<file path="src/rtl/etapa_wb_vec.sv">
// Vector writeback stage: 2-entry ALU result FIFO, mem/ALU write arbiter, 8x32 RF.
// Define WB_FORWARD_EN for same-cycle write-to-read bypass on both read ports.
module etapa_wb_vec #(
    parameter int DATA_W = 32,
    parameter int ADDR_W = 3,
    parameter int NREG   = 8
) (
    input  logic              clk,
    input  logic              reset,
    input  logic              exe_valid,
    output logic              exe_ready,
    input  logic [DATA_W-1:0] alu_result,
    input  logic [ADDR_W-1:0] dir_dest,
    input  logic              wb_en_in,
    input  logic              mem_valid,
    input  logic [DATA_W-1:0] mem_data,
    input  logic [ADDR_W-1:0] mem_dest,
    input  logic [ADDR_W-1:0] rd_addr_a,
    input  logic [ADDR_W-1:0] rd_addr_b,
    output logic [DATA_W-1:0] rd_data_a,
    output logic [DATA_W-1:0] rd_data_b,
    output logic              wb_valid,
    output logic [ADDR_W-1:0] wb_dest,
    output logic [DATA_W-1:0] wb_data,
    output logic [NREG-1:0]   busy_mask
);

    logic [DATA_W-1:0] rf     [NREG];
    logic [ADDR_W-1:0] q_dest [2];
    logic [DATA_W-1:0] q_data [2];
    logic              head;
    logic              tail;
    logic [1:0]        count;

    logic              push;
    logic              pop;
    logic              wr_en;
    logic [ADDR_W-1:0] wr_dest;
    logic [DATA_W-1:0] wr_data;

    assign exe_ready = (count != 2'd2);
    assign push      = exe_valid && exe_ready && wb_en_in;
    // Loads cannot stall, so they always win the write port.
    assign pop       = !mem_valid && (count != 2'd0);
    assign wr_en     = mem_valid || pop;
    assign wr_dest   = mem_valid ? mem_dest : q_dest[head];
    assign wr_data   = mem_valid ? mem_data : q_data[head];

`ifdef WB_FORWARD_EN
    assign rd_data_a = (wr_en && rd_addr_a == wr_dest) ? wr_data : rf[rd_addr_a];
    assign rd_data_b = (wr_en && rd_addr_b == wr_dest) ? wr_data : rf[rd_addr_b];
`else
    assign rd_data_a = rf[rd_addr_a];
    assign rd_data_b = rf[rd_addr_b];
`endif

    always_comb begin
        busy_mask = '0;
        if (count != 2'd0) busy_mask[q_dest[head]] = 1'b1;
        if (count == 2'd2) busy_mask[q_dest[~head]] = 1'b1;
    end

    always_ff @(posedge clk or posedge reset) begin
        if (reset) begin
            for (int i = 0; i < NREG; i++) rf[i] <= '0;
            for (int i = 0; i < 2; i++) begin
                q_dest[i] <= '0;
                q_data[i] <= '0;
            end
            head     <= 1'b0;
            tail     <= 1'b0;
            count    <= 2'd0;
            wb_valid <= 1'b0;
            wb_dest  <= '0;
            wb_data  <= '0;
        end else begin
            if (wr_en) begin
                rf[wr_dest] <= wr_data;
                wb_dest     <= wr_dest;
                wb_data     <= wr_data;
            end
            wb_valid <= wr_en;
            if (push) begin
                q_dest[tail] <= dir_dest;
                q_data[tail] <= alu_result;
                tail         <= ~tail;
            end
            if (pop) head <= ~head;
            unique case ({push, pop})
                2'b10:   count <= count + 2'd1;
                2'b01:   count <= count - 2'd1;
                default: count <= count;
            endcase
        end
    end

endmodule

</file>
<file path="config.mk">
export PLATFORM = sky130hd
export DESIGN_NAME = etapa_wb_vec
export DESIGN_NICKNAME = d
export VERILOG_FILES = /design/src/rtl/etapa_wb_vec.sv
export SDC_FILE = /design/constraint.sdc
export NUM_CORES = 1
export LEC_CHECK = 0
export CAP_MARGIN = 40
export CORE_UTILIZATION = 52
export CTS_BUF_LIST = sky130_fd_sc_hd__clkbuf_16
export CTS_CLUSTER_SIZE = 10
export DETAILED_ROUTE_END_ITERATION = 8
export PLACE_DENSITY = 0.73
export SLEW_MARGIN = 20
export SYNTH_ARGS = -nofsm -noshare
export SYNTH_HDL_FRONTEND = slang
export SYNTH_SLANG_ARGS = --single-unit
</file>
<file path="constraint.sdc">
create_clock -name clk -period 13.3 [get_ports clk]
set_clock_uncertainty 0.05 [all_clocks]
set_input_delay 2.66 -clock clk [delete_from_list [all_inputs] [get_ports clk]]
set_output_delay 2.66 -clock clk [all_outputs]
set_load 0.01 [all_outputs]
</file>
==> Implementation_results.wiki, run 1 <==
{| class="wikitable"
! Metric !! Value
|-
| Number of nets in the final layout || 1501
|-
| Worst Hold Slack || 0.410 ns
|-
| Least-Margin Pin Slew || 0.967 ns
|-
| Hold violation count in the final report || 0
|-
| Global route total overflow || 0
|-
| Resized cells post-CTS || 0
|-
| Die Y || 189 µm
|-
| TritonCTS clock tree || done
|-
| Number of sinks handled by clock tree synthesis || 366
|-
| Post-Syn Area per Cell || 14.8 µm²
|-
| Number of global-route vias before repair || 12000
|-
| Drt total wl || 44900 µm
|-
| Final Util || 0.638
|-
| Number of port buffers || 189
|-
| Portion of synthesized cell area occupied by the leading cell type || 0.502
|-
| Most used flip-flop cell after synthesis || sky130_fd_sc_hd__dfrtp_1
|-
| Leading cell types by count after synthesis || sky130_fd_sc_hd__mux2_2 (391), sky130_fd_sc_hd__dfrtp_1 (366), sky130_fd_sc_hd__nand2_1 (134)
|-
| Worst-case reg-to-reg path depth || 7
|-
| Initial Util || 0.528
|-
| GRT Total Usage || 0.260
|-
| Worst slack at placement || 5.17 ns
|-
| Arr. time, crit path || 5.19 ns
|-
| Path class of the lowest-slack min-delay path || flop to flop
|-
| Hold-critical path depth || 2
|-
| Type of the setup path with the least slack || primary input to primary output
|-
| Gate count of the mapped netlist || 1229
|-
| Antenna violations before repair || 1
|-
| H-tree depth || 2
|-
| Worst skew pair latency || 0.53 ns
|-
| Portion of the clock cycle consumed by the worst path in the final layout || 0.594
|-
| Most used standard cell by instance count after synthesis || sky130_fd_sc_hd__mux2_2
|-
| Number of unique standard cell types used by synthesis || 33
|-
| # Max-Cap Violations || 0
|-
| Weighted congestion reported at the end of routability-driven placement || 0.782
|-
| DRC violations left || 0
|-
| Total Neg Setup Slack || 0 ns
|-
| Clock root cell || sky130_fd_sc_hd__clkbuf_16
|-
| Critical path startpoint category || primary input
|-
| Post-synthesis cell type with the largest combined area || sky130_fd_sc_hd__dfrtp_1
|-
| Detailed-placement wirelength estimate || 28900 µm
|-
| Global-route wire length before repair || 71000 µm
|-
| Clock slew at reported path FFs || 0.05 ns
|-
| Run status || completed
|-
| Maximum number of pins on one net before global-route repair || 170
|-
| Worst Path Required || 10.59 ns
|-
| Fraction of final layout cells sized beyond drive strength 1 || 0.440
|-
| Standard-cell rows || 68
|-
| Dominant cells by area after synthesis || sky130_fd_sc_hd__dfrtp_1 (50%), sky130_fd_sc_hd__mux2_2 (24%), sky130_fd_sc_hd__mux4_2 (16%), sky130_fd_sc_hd__nand2_1 (2.8%), sky130_fd_sc_hd__mux2i_1 (1.8%)
|-
| Via density per instance || 6.00
|-
| Wire per inst || 23.8 µm
|-
| Setup repair after global routing missed its margin || no
|-
| Synth Register Bits || 366
|-
| Total via count after detailed routing || 11300
|-
| Leak || 0.00939 µW
|-
| Final Max Slew Viols || 0
|-
| Number of buffers inserted during clock tree synthesis || 43
|-
| Final worst-path setup slack || 5.40 ns
|-
| Worst slew margin || 0.355
|-
| Post-synth EDFFs || 0
|-
| Largest fanout on the critical path || 27
|-
| Maximum achievable frequency || 127 MHz
|-
| Horiz. Die Dim || 189 µm
|-
| I/O pin count || 190
|-
| Antenna-violating nets left || 0
|-
| Type of element capturing the critical path || primary output
|-
| DRC marker count from the first detailed-route iteration || 645
|-
| Number of buffers inserted by post-CTS setup repair || 0
|-
| Placeable core region || 34500 µm²
|-
| Worst-case clock buffer depth || 3
|-
| Layout area overhead || 20.9%
|-
| Die ar. || 35800 µm²
|-
| Pwr Density || 241 nW/µm²
|-
| TritonRoute pass-1 iters || 5
|-
| Register area share after synthesis || 0.502
|-
| Number of setup violations in the final report || 0
|-
| Highest ir drop seen on vdd || 0.140 mV
|-
| Count of warnings emitted by yosys || 0
|-
| Hold-fix buffers, CTS || 0
|-
| Final period demand of the worst path || 7.90 ns
|-
| Nets in the synthesized netlist || 1311
|-
| Fraction of synthesis flops using an asynchronous set or reset pin || 1.00
|-
| Synthesized cell area || 18200 µm²
|}
[per-layer routing]
layer	wire, µm	global-route usage
met3	2470	0.0445
met4	949	0.0704
met1	20100	0.372
met2	21300	0.415
met5	0	0
[cell families (layout without fill, tap and decap cells)]
| logic type | Yosys count | in the layout | synth area share |
|---|---|---|---|
| AO/OA/AOI/OAI | 48 | 48 | 0.0143 |
| other | 0 | 1 | 0 |
| adder cells (fa/ha/maj) | 1 | 1 | 0.000686 |
| flip-flops | 366 | 366 | 0.502 |
| multiplexers | 557 | 557 | 0.423 |
| AND/OR/NAND/NOR | 159 | 159 | 0.0366 |
| XOR/XNOR | 5 | 5 | 0.00240 |
| buffers and inverters | 93 | 295 | 0.0209 |
[final timing paths]
path / from / end / slack, ns
worst max-delay path: rd_addr_a[0] / rd_data_a[15] / 5.40
worst min-delay path: wb_data[5]$_DFFE_PP0P_ / wb_data[5]$_DFFE_PP0P_ / 0.41
worst max register to register: count[0]$_DFFE_PP0P_ / rf[191]$_DFFE_PP0P_ / 9.46
worst min register to register: wb_data[5]$_DFFE_PP0P_ / wb_data[5]$_DFFE_PP0P_ / 0.41
max in group asynchronous: reset / rf[188]$_DFFE_PP0P_ / 9.36
min in group asynchronous: reset / wb_data[23]$_DFFE_PP0P_ / 2.41
[per-stage QoR]
stage          instance area [µm²]  power (µW)  std cells
6_report                     22000        5310       1887
3_3_place_gp                 20500        4180       1807
5_1_grt                      22000        5610       1886
2_1_floorplan                18200        3440       1229
3_5_place_dp                 20800        4300       1821
4_1_cts                      21900        5330       1878
[layout by cell type, fill, tap and decap left out, types with 2 or more instances in the layout]
master | Yosys | final
sky130_fd_sc_hd__xor2_1 | 2 | 2
sky130_fd_sc_hd__buf_2 | 26 | 5
sky130_fd_sc_hd__mux4_2 | 128 | 128
sky130_fd_sc_hd__inv_1 | 4 | 13
sky130_fd_sc_hd__xnor2_1 | 3 | 3
sky130_fd_sc_hd__o21ai_1 | 32 | 32
sky130_fd_sc_hd__o21ai_0 | 4 | 4
sky130_fd_sc_hd__nor2_1 | 7 | 6
sky130_fd_sc_hd__clkinv_1 | 0 | 2
sky130_fd_sc_hd__nand2_1 | 134 | 134
sky130_fd_sc_hd__nor4b_4 | 0 | 2
sky130_fd_sc_hd__nand2b_1 | 3 | 3
sky130_fd_sc_hd__or2_2 | 2 | 2
sky130_fd_sc_hd__nand4b_1 | 3 | 3
sky130_fd_sc_hd__buf_4 | 0 | 32
sky130_fd_sc_hd__dfrtp_1 | 366 | 365
sky130_fd_sc_hd__mux2_2 | 391 | 391
sky130_fd_sc_hd__nor2b_1 | 2 | 2
sky130_fd_sc_hd__clkbuf_16 | 0 | 45
sky130_fd_sc_hd__mux2i_1 | 33 | 33
sky130_fd_sc_hd__clkdlybuf4s50_1 | 0 | 182
sky130_fd_sc_hd__a32oi_1 | 2 | 2
sky130_fd_sc_hd__buf_12 | 0 | 6
sky130_fd_sc_hd__o22ai_1 | 8 | 8
sky130_fd_sc_hd__buf_16 | 0 | 5
sky130_fd_sc_hd__mux2i_4 | 3 | 3
sky130_fd_sc_hd__nand4_1 | 2 | 2
[worst max-delay path, cell delays in order]
cell,delay [ns]
sky130_fd_sc_hd__buf_4,0.48
sky130_fd_sc_hd__buf_4,0.42
sky130_fd_sc_hd__buf_12,0.27
sky130_fd_sc_hd__mux4_2,0.52
sky130_fd_sc_hd__mux2_2,0.31
sky130_fd_sc_hd__clkdlybuf4s50_1,0.48
[power by group]
part	internal (µW)	leakage, µW	total, µW	switching [µW]
combinational	1340	0.00430	2240	897
sequential	1670	0.00448	2050	381
clock	594	0.000611	1020	426
total	3600	0.00939	5310	1700
[state kept, by name, indices dropped and copies added (netlist names)]
name,flops
count,2
head,1
q_data,64
q_dest,6
rf,256
tail,1
wb_data,32
wb_dest,3
wb_valid,1
[final cells by class]
| class | instances | area [µm²] |
|---|---|---|
| Timing Repair Buffer | 233 | 2380 |
| Tap cell | 455 | 569 |
| Multi-Input combinational cell | 770 | 8740 |
| Sequential cell | 366 | 9160 |
| Fill cell | 2641 | 12500 |
| Antenna cell | 1 | 2.50 |
| Clock buffer | 45 | 1130 |
| Clock inverter | 12 | 45.0 |
| Inverter | 5 | 26.3 |
No activity file was read; power rests on OpenSTA's default activity.
==> inputs of run 2 (changes only) <==
Clock period 13.3 ns to 7.25 ns, I/O delays scaled along.
==> run 2 against run 1 <==
Net effect:
- critical path depth is 1 lower
- sequential share of layout area increased by 0.21 points
- flip-flop and latch count stayed put
- first-iteration DRC count rose by 3.6%
- critical path type unchanged
- critical endpoint is now rd_data_b[4]
- via count grew 0.44%
- utilization is 0.33 points lower
- non-clock buffer count down 4
==> Implementation_results.wiki, run 2 (synthesized netlist as in run 1, its figures left out) <==
{| class="wikitable"
! Metric !! Value
|-
| Total internal power || 6600 µW
|-
| Worst slew margin || 0.392
|-
| Number of nets in the final layout || 1497
|-
| Die ar. || 35800 µm²
|-
| Pwr Density || 443 nW/µm²
|-
| Run status || completed
|-
| Worst Hold Slack || 0.412 ns
|-
| DRC violations left || 0
|-
| Initial Util || 0.528
|-
| Final Max Slew Viols || 0
|-
| Worst skew pair latency || 0.52 ns
|-
| Placeable core region || 34500 µm²
|-
| Total Neg Setup Slack || 0 ns
|-
| # Max-Cap Violations || 0
|-
| Critical-path cell with the highest stage delay || sky130_fd_sc_hd__buf_4
|-
| Clock power share || 0.191
|-
| Longest individual stage delay on the worst path || 0.58 ns
|-
| Path class of the lowest-slack min-delay path || flop to flop
|-
| Launch point of the critical path || rd_addr_b[0]
|-
| Placed cell count || 1816
|-
| Worst Min Path Start || wb_data[3]$_DFFE_PP0P_
|-
| Highest ir drop seen on vdd || 0.255 mV
|-
| TritonCTS clock tree || done
|-
| Least-Margin Pin Slew || 0.906 ns
|-
| Drt total wl || 44500 µm
|-
| Leading cell type in the layout, fill and taps excluded || sky130_fd_sc_hd__mux2_2
|-
| Diode insertion count for antenna repair || 0
|-
| Clock root cell || sky130_fd_sc_hd__clkbuf_16
|-
| Hold-critical path depth || 2
|-
| Global route total overflow || 0
|-
| H-tree depth || 2
|-
| Min-Delay Endpoint || wb_data[3]$_DFFE_PP0P_
|-
| Type of element capturing the critical path || primary output
|-
| Largest fanout on the critical path || 37
|-
| Power share of the combinational group || 0.422
|-
| Leak || 0.00931 µW
|-
| Number of buffers inserted by post-CTS setup repair || 0
|-
| Most Frequent Cell on Critical Path || sky130_fd_sc_hd__buf_4
|-
| Multi-input combinational cell area || 8730 µm²
|-
| Clock slew at reported path FFs || 0.05 ns
|-
| Type of the setup path with the least slack || primary input to primary output
|-
| Switching share of power || 0.321
|-
| Number of sinks handled by clock tree synthesis || 366
|-
| Number of standard cells in the final layout excluding fillers || 1879
|-
| RR Startpoint || head$_DFFE_PP0P_
|-
| DRC marker count from the first detailed-route iteration || 668
|-
| Weighted congestion reported at the end of routability-driven placement || 0.781
|-
| Die Y || 189 µm
|-
| GRT Total Usage || 0.257
|-
| Commonest non-fill, non-tap cells in the layout || sky130_fd_sc_hd__mux2_2 (391), sky130_fd_sc_hd__dfrtp_1 (365), sky130_fd_sc_hd__clkdlybuf4s50_1 (182), sky130_fd_sc_hd__nand2_1 (134), sky130_fd_sc_hd__mux4_2 (128)
|-
| FF+latch area || 9160 µm²
|-
| Fraction of final layout cells sized beyond drive strength 1 || 0.440
|-
| TritonRoute pass-1 iters || 4
|-
| Registers with the most flip-flops || rf: 256 flops, q_data: 64 flops, wb_data: 32 flops
|-
| Number of buffers inserted during clock tree synthesis || 43
|-
| Maximum achievable frequency || 187 MHz
|-
| Hold-fix buffers, CTS || 0
|-
| Hold violation count in the final report || 0
|-
| Maximum number of pins on one net before global-route repair || 146
|-
| Resized cells post-CTS || 0
|-
| Total via count after detailed routing || 11400
|-
| Crit path cell chain || buf_4 > buf_4 > mux4_2 > mux2_2 > clkdlybuf4s50_1
|-
| Switching power total || 3120 µW
|-
| Detailed-placement wirelength estimate || 28100 µm
|-
| Via density per instance || 6.06
|-
| Number of setup violations in the final report || 0
|-
| Filler instances || 2640
|-
| Worst-case clock buffer depth || 3
|-
| Horiz. Die Dim || 189 µm
|-
| Portion of total power attributed to sequential cells || 0.387
|-
| Final period demand of the worst path || 5.35 ns
|-
| Endpoint of the lowest-slack register-to-register path || rf[229]$_DFFE_PP0P_
|-
| Arr. time, crit path || 3.85 ns
|-
| Global-route wire length before repair || 70000 µm
|-
| Number of global-route vias before repair || 11900
|-
| Setup repair after global routing missed its margin || no
|-
| Standard-cell rows || 68
|-
| Antenna violations before repair || 0
|-
| Antenna-violating nets left || 0
|-
| Critical path startpoint category || primary input
|-
| Wire per inst || 23.7 µm
|-
| Layout area overhead || 20.3%
|-
| Final Util || 0.635
|-
| Reg-to-reg slack, setup || 3.63 ns
|-
| Flip-flop count of the largest register, all copies and words added || 256
|-
| Worst-case reg-to-reg path depth || 6
|-
| I/O pin count || 190
|-
| Reg with most FFs || rf
|-
| Portion of the clock cycle consumed by the worst path in the final layout || 0.738
|-
| Number of port buffers || 189
|-
| Worst Path Required || 5.75 ns
|}
## run 2: cell types whose count changed in the layout (fill, tap and decap cells not counted), moves of 2 or more
cell / change
sky130_fd_sc_hd__buf_12: +2
sky130_fd_sc_hd__buf_16: -4
sky130_fd_sc_hd__buf_4: -3
sky130_fd_sc_hd__clkbuf_4: +2
sky130_fd_sc_hd__clkinvlp_4: +2
sky130_fd_sc_hd__inv_1: -4
## run 2: cell type report
class,count,share of cell area
Clock buffer,45,0.0513
Clock inverter,9,0.00171
Timing Repair Buffer,229,0.104
Multi-Input combinational cell,770,0.398
Tap cell,455,0.0260
Sequential cell,366,0.418
Inverter,5,0.00103
## run 2: routing by layer
layer,GRT usage,part of all wire
met3,0.0437,0.051
met5,0,0
met4,0.0617,0.019
met2,0.414,0.48
met1,0.366,0.45
## run 2: worst max-delay path by stage
| stage | to | slack [ns] | cells past startpoint |
|---|---|---|---|
| floorplan | count[0]$_DFFE_PP0P_ | 0.84 | 1 |
| CTS | rd_data_a[18] | 1.83 | 5 |
| detailed placement | rd_data_a[18] | 1.84 | 5 |
| finish | rd_data_b[4] | 1.90 | 5 |
| global route | rd_data_b[4] | 1.75 | 5 |
| global placement | rd_data_a[10] | 1.85 | 5 |
## run 2: critical path, delay by kind of cell
kind / cells / cell delay, ns
multiplexers: 2 / 0.84
buffers and inverters: 3 / 1.53
## run 2: power groups by stage
stage / Sequential (µW) / Clock (µW) / Combinational, µW
global placement: 3700 / 0 / 3960
detailed placement: 3770 / 0 / 4090
CTS: 3750 / 1900 / 4110
finish: 3760 / 1860 / 4100
global route: 3890 / 1980 / 4370
floorplan: 3560 / 0 / 2760
## run 2: through the flow
stage	power (µW)	worst slack, ns	area (µm²)
after detailed placement	7860	1.84	20700
final	9720	1.90	21900
after global placement	7660	1.85	20600
after global routing	10200	1.75	21900
after CTS	9760	1.83	21900
after floorplan	6310	0.840	18200
